## config.mk

```make
export PLATFORM = sky130hd
export DESIGN_NAME = alu_share_arb
export DESIGN_NICKNAME = d
export VERILOG_FILES = /design/src/rtl/alu_arb_pkg.sv /design/src/rtl/rr_pick.sv /design/src/rtl/alu_share_arb.sv
export SDC_FILE = /design/constraint.sdc
export NUM_CORES = 1
export LEC_CHECK = 0
export CAP_MARGIN = 20
export CORE_AREA = 2 2 162 164
export DETAILED_ROUTE_END_ITERATION = 8
export DIE_AREA = 0 0 164 166
export SYNTH_ARGS = -nofsm -noshare
export SYNTH_HDL_FRONTEND = slang
export SYNTH_SLANG_ARGS = --single-unit
```

## constraint.sdc

```tcl
create_clock -name clk_i -period 4.6 [get_ports clk_i]
set_input_delay 0.69 -clock clk_i [delete_from_list [all_inputs] [get_ports clk_i]]
set_output_delay 0.69 -clock clk_i [all_outputs]
set_load 0.1 [all_outputs]
```

## src/rtl/alu_arb_pkg.sv

```systemverilog
// Shared types and ALU opcode constants for the shared-ALU arbiter.
package alu_arb_pkg;

  typedef enum logic [1:0] {
    IDLE = 2'd0,
    EXEC = 2'd1,
    RESP = 2'd2
  } arb_state_e;

  localparam logic [3:0] ALU_ADD  = 4'h0;
  localparam logic [3:0] ALU_SLL  = 4'h1;
  localparam logic [3:0] ALU_SLT  = 4'h2;
  localparam logic [3:0] ALU_SLTU = 4'h3;
  localparam logic [3:0] ALU_XOR  = 4'h4;
  localparam logic [3:0] ALU_SRL  = 4'h5;
  localparam logic [3:0] ALU_OR   = 4'h6;
  localparam logic [3:0] ALU_AND  = 4'h7;
  localparam logic [3:0] ALU_SUB  = 4'h8;
  localparam logic [3:0] ALU_SRA  = 4'hd;

endpackage

```

## src/rtl/rr_pick.sv

```systemverilog
// Combinational round-robin picker: one-hot grant of the first set request
// at or above ptr_i, wrapping modulo REQ.
module rr_pick #(
  parameter int unsigned REQ = 4,
  parameter int unsigned IDW = $clog2(REQ)
) (
  input  logic [REQ-1:0] req_i,
  input  logic [IDW-1:0] ptr_i,
  output logic [REQ-1:0] gnt_o
);

  logic           found;
  logic [IDW-1:0] idx;

  always_comb begin
    gnt_o = '0;
    found = 1'b0;
    idx   = '0;
    for (int unsigned i = 0; i < REQ; i++) begin
      idx = IDW'((32'(ptr_i) + i) % REQ);
      if (!found && req_i[idx]) begin
        gnt_o[idx] = 1'b1;
        found      = 1'b1;
      end
    end
  end

endmodule

```

## src/rtl/alu_share_arb.sv

```systemverilog
// Round-robin arbiter/sequencer sharing one ALU among REQ requesters.
// Optional ALU_ARB_STATS_EN adds saturating handshake/stall counters.
module alu_share_arb
  import alu_arb_pkg::*;
#(
  parameter int unsigned n       = 32,
  parameter int unsigned REQ     = 4,
  parameter int unsigned ALU_LAT = 1,
  parameter int unsigned IDW     = $clog2(REQ)
) (
  input  logic             clk_i,
  input  logic             rst_i,
  input  logic [REQ-1:0]   req_valid_i,
  output logic [REQ-1:0]   req_ready_o,
  input  logic [REQ*n-1:0] req_op0_i,
  input  logic [REQ*n-1:0] req_op1_i,
  input  logic [REQ*4-1:0] req_aluop_i,
  output logic [n-1:0]     alu_operand0_o,
  output logic [n-1:0]     alu_operand1_o,
  output logic [3:0]       alu_op_o,
  input  logic [n-1:0]     alu_data_i,
  input  logic             alu_bru_exp_i,
  output logic             rsp_valid_o,
  input  logic             rsp_ready_i,
  output logic [IDW-1:0]   rsp_id_o,
  output logic [n-1:0]     rsp_data_o,
  output logic             rsp_bru_o
`ifdef ALU_ARB_STATS_EN
  ,
  output logic [31:0]      stat_ops_o,
  output logic [31:0]      stat_stall_o
`endif
);

  localparam int unsigned LCW = 2;

  arb_state_e     state_q, state_d;
  logic [IDW-1:0] rr_ptr_q, rr_ptr_d;
  logic [LCW-1:0] lat_cnt_q, lat_cnt_d;
  logic [n-1:0]   op0_q, op0_d, op1_q, op1_d, data_q, data_d;
  logic [3:0]     aluop_q, aluop_d;
  logic [IDW-1:0] id_q, id_d;
  logic           bru_q, bru_d, rsp_valid_q, rsp_valid_d;

  logic [REQ-1:0] gnt;
  logic [IDW-1:0] sel_id;
  logic [n-1:0]   sel_op0, sel_op1;
  logic [3:0]     sel_aluop;

  rr_pick #(.REQ(REQ), .IDW(IDW)) u_pick (
    .req_i (req_valid_i),
    .ptr_i (rr_ptr_q),
    .gnt_o (gnt)
  );

  // Steer the granted lane's payload
  always_comb begin
    sel_id    = '0;
    sel_op0   = '0;
    sel_op1   = '0;
    sel_aluop = '0;
    for (int unsigned i = 0; i < REQ; i++) begin
      if (gnt[i]) begin
        sel_id    = IDW'(i);
        sel_op0   = req_op0_i[i*n +: n];
        sel_op1   = req_op1_i[i*n +: n];
        sel_aluop = req_aluop_i[i*4 +: 4];
      end
    end
  end

  always_ff @(posedge clk_i or posedge rst_i) begin
    if (rst_i) begin
      state_q     <= IDLE;
      rr_ptr_q    <= '0;
      lat_cnt_q   <= '0;
      op0_q       <= '0;
      op1_q       <= '0;
      aluop_q     <= '0;
      id_q        <= '0;
      data_q      <= '0;
      bru_q       <= 1'b0;
      rsp_valid_q <= 1'b0;
    end else begin
      state_q     <= state_d;
      rr_ptr_q    <= rr_ptr_d;
      lat_cnt_q   <= lat_cnt_d;
      op0_q       <= op0_d;
      op1_q       <= op1_d;
      aluop_q     <= aluop_d;
      id_q        <= id_d;
      data_q      <= data_d;
      bru_q       <= bru_d;
      rsp_valid_q <= rsp_valid_d;
    end
  end

  always_comb begin
    state_d   = state_q;
    rr_ptr_d  = rr_ptr_q;
    lat_cnt_d = lat_cnt_q;
    op0_d     = op0_q;
    op1_d     = op1_q;
    aluop_d   = aluop_q;
    id_d      = id_q;
    data_d    = data_q;
    bru_d     = bru_q;
    case (state_q)
      IDLE: begin
        if (|gnt) begin
          op0_d     = sel_op0;
          op1_d     = sel_op1;
          aluop_d   = sel_aluop;
          id_d      = sel_id;
          rr_ptr_d  = (sel_id == IDW'(REQ - 1)) ? '0 : sel_id + 1'b1;
          lat_cnt_d = LCW'(ALU_LAT - 1);
          state_d   = EXEC;
        end
      end
      EXEC: begin
        if (lat_cnt_q != '0) begin
          lat_cnt_d = lat_cnt_q - 1'b1;
        end else begin
          data_d  = alu_data_i;
          bru_d   = alu_bru_exp_i;
          state_d = RESP;
        end
      end
      RESP: begin
        if (rsp_ready_i) state_d = IDLE;
      end
      default: state_d = IDLE;
    endcase
    rsp_valid_d = (state_d == RESP);
  end

  assign req_ready_o    = (state_q == IDLE) ? gnt : '0;
  assign alu_operand0_o = op0_q;
  assign alu_operand1_o = op1_q;
  assign alu_op_o       = aluop_q;
  assign rsp_valid_o    = rsp_valid_q;
  assign rsp_id_o       = id_q;
  assign rsp_data_o     = data_q;
  assign rsp_bru_o      = bru_q;

`ifdef ALU_ARB_STATS_EN
  logic [31:0] ops_q, stall_q;

  // Saturating counters of response handshakes and back-pressure cycles
  always_ff @(posedge clk_i or posedge rst_i) begin
    if (rst_i) begin
      ops_q   <= '0;
      stall_q <= '0;
    end else if (rsp_valid_q) begin
      if (rsp_ready_i) begin
        if (ops_q != '1) ops_q <= ops_q + 32'd1;
      end else begin
        if (stall_q != '1) stall_q <= stall_q + 32'd1;
      end
    end
  end

  assign stat_ops_o   = ops_q;
  assign stat_stall_o = stall_q;
`endif

endmodule
```

==> results.yml <==
cts:
  root_buffer: "clkbuf_16"
  clockBufferDepth: 2
  cts_tree: "built"
  clk_pin_slew_worst_paths_ns: 0.09
  clock-sinks: 110
  h-tree-depth: 3
  post_cts_buffers: 0
  cts_resized: 0
  clkLatencyLatePin_ns: 0.36
  cts_buffers: 9
  ctsHoldBuffers: 0
floorplanning:
  dieArea_sq_um: 27200
  num_io_pins: 420
  initial_utilization: 0.234
  core_sq_um: 25600
  die_h_microns: 166
  die_w_microns: 164
  rows: 59
global_route:
  grt_max_degree: 99
  antenna_found_initial: 4
  grt_pass1_wl_microns: 39800
  grt.total_usage: 0.192
  overflow: 0
  first_global_vias: 6589
sta:
  relSlewSlack: 0.225
  max_freq_mhz: 248
  setup_viol: 0
  slew_viol_final: 0
  fin_ws_ns: 0.575
  tightest_slew_ns: 1.16
  finalHoldViolCount: 0
  clock_skew_ns: 0.0153
  min_period_ns: 4.02
  finalSetupTns_ns: 0
  rsz0062_at_grt: "false"
  fin_crit_sh: 0.875
route:
  wl_met1_microns: 10700
  wl_met2_microns: 13300
  wl_microns: 27100
  met3_length_microns: 2290
  drc: 0
  ant_nets: 0
  wl_per_cell_microns: 20.1
  vias_per_cell: 4.90
  vias: 6579
  drt_pass1_iterations: 5
  drtIter0Drc: 290
  highest_layer: "met4"
layout:
  instances_no_fill: 1343
  final_common_cell: "clkdlybuf4s50_1"
  regArea_sq_um: 2750
  final_cell_mix: "clkdlybuf4s50_1 (415), dfrtp_1 (110), nand2_1 (72)"
  syn_to_final_growth_pct: 81.3
  nets: 1318
  multi_input_area_sq_um: 2990
  fillCellCount: 2548
  final_layout_size_suffix_gt1_frac: 0.0837
yosys:
  syn_avg_cell_area_sq_um: 9.81
  synth_top_cell_area_share: 0.460
  netlist_instances: 610
  synth.net_count: 929
  yosys.cell_types.count: 35
  ys_seq_area_frac: 0.460
  yosysWarnings: 0
  synth-seq-cells: 110
  synth_area_leader_cell: "dfrtp_1"
  netlist_top_cells_area: "dfrtp_1 (46%), a221oi_1 (10%), a21o_1 (8.7%)"
  synth_area_sq_um: 5980
worst_setup_path:
  start_kind: "register"
  worstPathRequired_ns: 4.89
  r2r_cells: 10
  r2r-end: "alu_operand1_o[18]"
  crit_path_max_fanout: 23
  arrival_ns: 4.32
  cp_cell_sequence: "inv_1 > ha_1 > mux4_2 > nor2b_1 > a22o_1 > a221o_1 > nor3_4 > buf_4 > a221oi_1 > o21ai_1"
  cp_slowest_cell: "nor3_4"
  max_stage_delay_ns: 0.83
  critPathLaunch: "rr_ptr_q[0]"
  endpoint_kind: "register"
  ff2ff_setup_slack_ns: 0.58
  r2r-start: "rr_ptr_q[0]"
  crit_type: "reg2reg"
placed_design:
  place.gp.congestion: 0.906
  placed_cells: 1323
  post-place-ws_ns: 0.409
  portBuffers: 419
  dp.final_hpwl_microns: 19800
min_path:
  hold_depth: 2
  holdPathEnd: "alu_operand0_o[13]"
  hold_class: "reg2reg"
  hold_path.startpoint: "alu_operand0_o[13]"
job:
  maxCapViolations: 0
outcome:
  status: "completed"
-- cell usage after synthesis --
cell and count:
a41oi_2 1, nor2_2 1, nor3_1 1, mux2i_1 1, buf_6 2, o21ai_1 71
or3_1 2, inv_1 5, a221oi_4 1, buf_4 1, or2_2 1, clkbuf_1 33
buf_2 20, a22o_1 3, a221oi_2 2, o21ai_0 71, a41o_1 1, mux2_2 33
nand3_1 2, nor2b_1 1, nand3b_1 2, a221oi_1 69, nand2_1 72, a21o_1 69
mux4_2 3, o32ai_1 1, a31oi_1 1, nor3_2 1, ha_1 7, dfrtp_1 110
a221o_1 3, nand2b_1 5, or3b_2 1, a21oi_1 3, nor2_1 10
-- kinds of logic (layout without fill, tap and decap cells) --
kind of cell | count (synthesis) | count (layout) | share of synthesized area
AO/OA/AOI/OAI | 296 | 296 | 0.335
flip-flops | 110 | 110 | 0.460
buffers and inverters | 61 | 455 | 0.0456
other | 0 | 4 | 0
AND/OR/NAND/NOR | 99 | 99 | 0.0701
multiplexers | 37 | 37 | 0.0751
adder cells (fa/ha/maj) | 7 | 7 | 0.0146
-- per-layer routing --
layer | track usage | vias to the layer above
li1 | - | 3087
met1 | 0.228 | 3137
met2 | 0.328 | 317
met3 | 0.0544 | 38
met4 | 0.0713 | 0
met5 | 0 | -
-- critical path, delay by kind of cell, from the launching register on --
family / cells / cell delay, ns
compound gates: 4 / 0.84
fa+ha+maj: 1 / 0.41
buf+inv: 2 / 0.64
flops: 1 / 0.50
mux: 1 / 0.55
simple gates: 2 / 1.01
-- area by class of cell --
| class | count | area share |
|---|---|---|
| tap | 335 | 0.0386 |
| timing repair buffer | 434 | 0.401 |
| inverter | 5 | 0.00196 |
| clock buffer | 9 | 0.0208 |
| clock inverter | 7 | 0.00796 |
| antenna | 4 | 0.000923 |
| multi-input combinational | 439 | 0.275 |
| sequential | 110 | 0.254 |
-- worst max-delay path by stage --
stage	end	slack [ns]	cells after the start
final	alu_operand1_o[18]	0.58	10
after global routing	alu_operand1_o[10]	0.26	10
after CTS	alu_operand1_o[10]	0.50	10
after detailed placement	alu_operand0_o[12]	0.41	9
after global placement	alu_operand1_o[12]	0.46	9
after floorplan	req_ready_o[3]	0.49	7
-- stage by stage --
step | area (sq um) | utilization | hold WS [ns]
after detailed placement | 10500 | 0.411 | 0.475
after floorplan | 5980 | - | 0.459
after global placement | 10500 | 0.411 | 0.466
after CTS | 10800 | 0.423 | 0.493
after global routing | 10800 | 0.423 | 0.516
final | 10800 | 0.423 | 0.485
-- sequential cells by signal, summed over array words and instances, names as in the netlist --
name / cells
alu_operand0_o: 32
rsp_bru_o: 1
alu_operand1_o: 32
state_q: 2
lat_cnt_q: 2
rsp_id_o: 2
alu_op_o: 4
rr_ptr_q: 2
rsp_data_o: 32
rsp_valid_o: 1
Power is left out: the tool's default activity adds up to more than one toggle a clock period on the data nets, which glitch-free logic cannot reach.
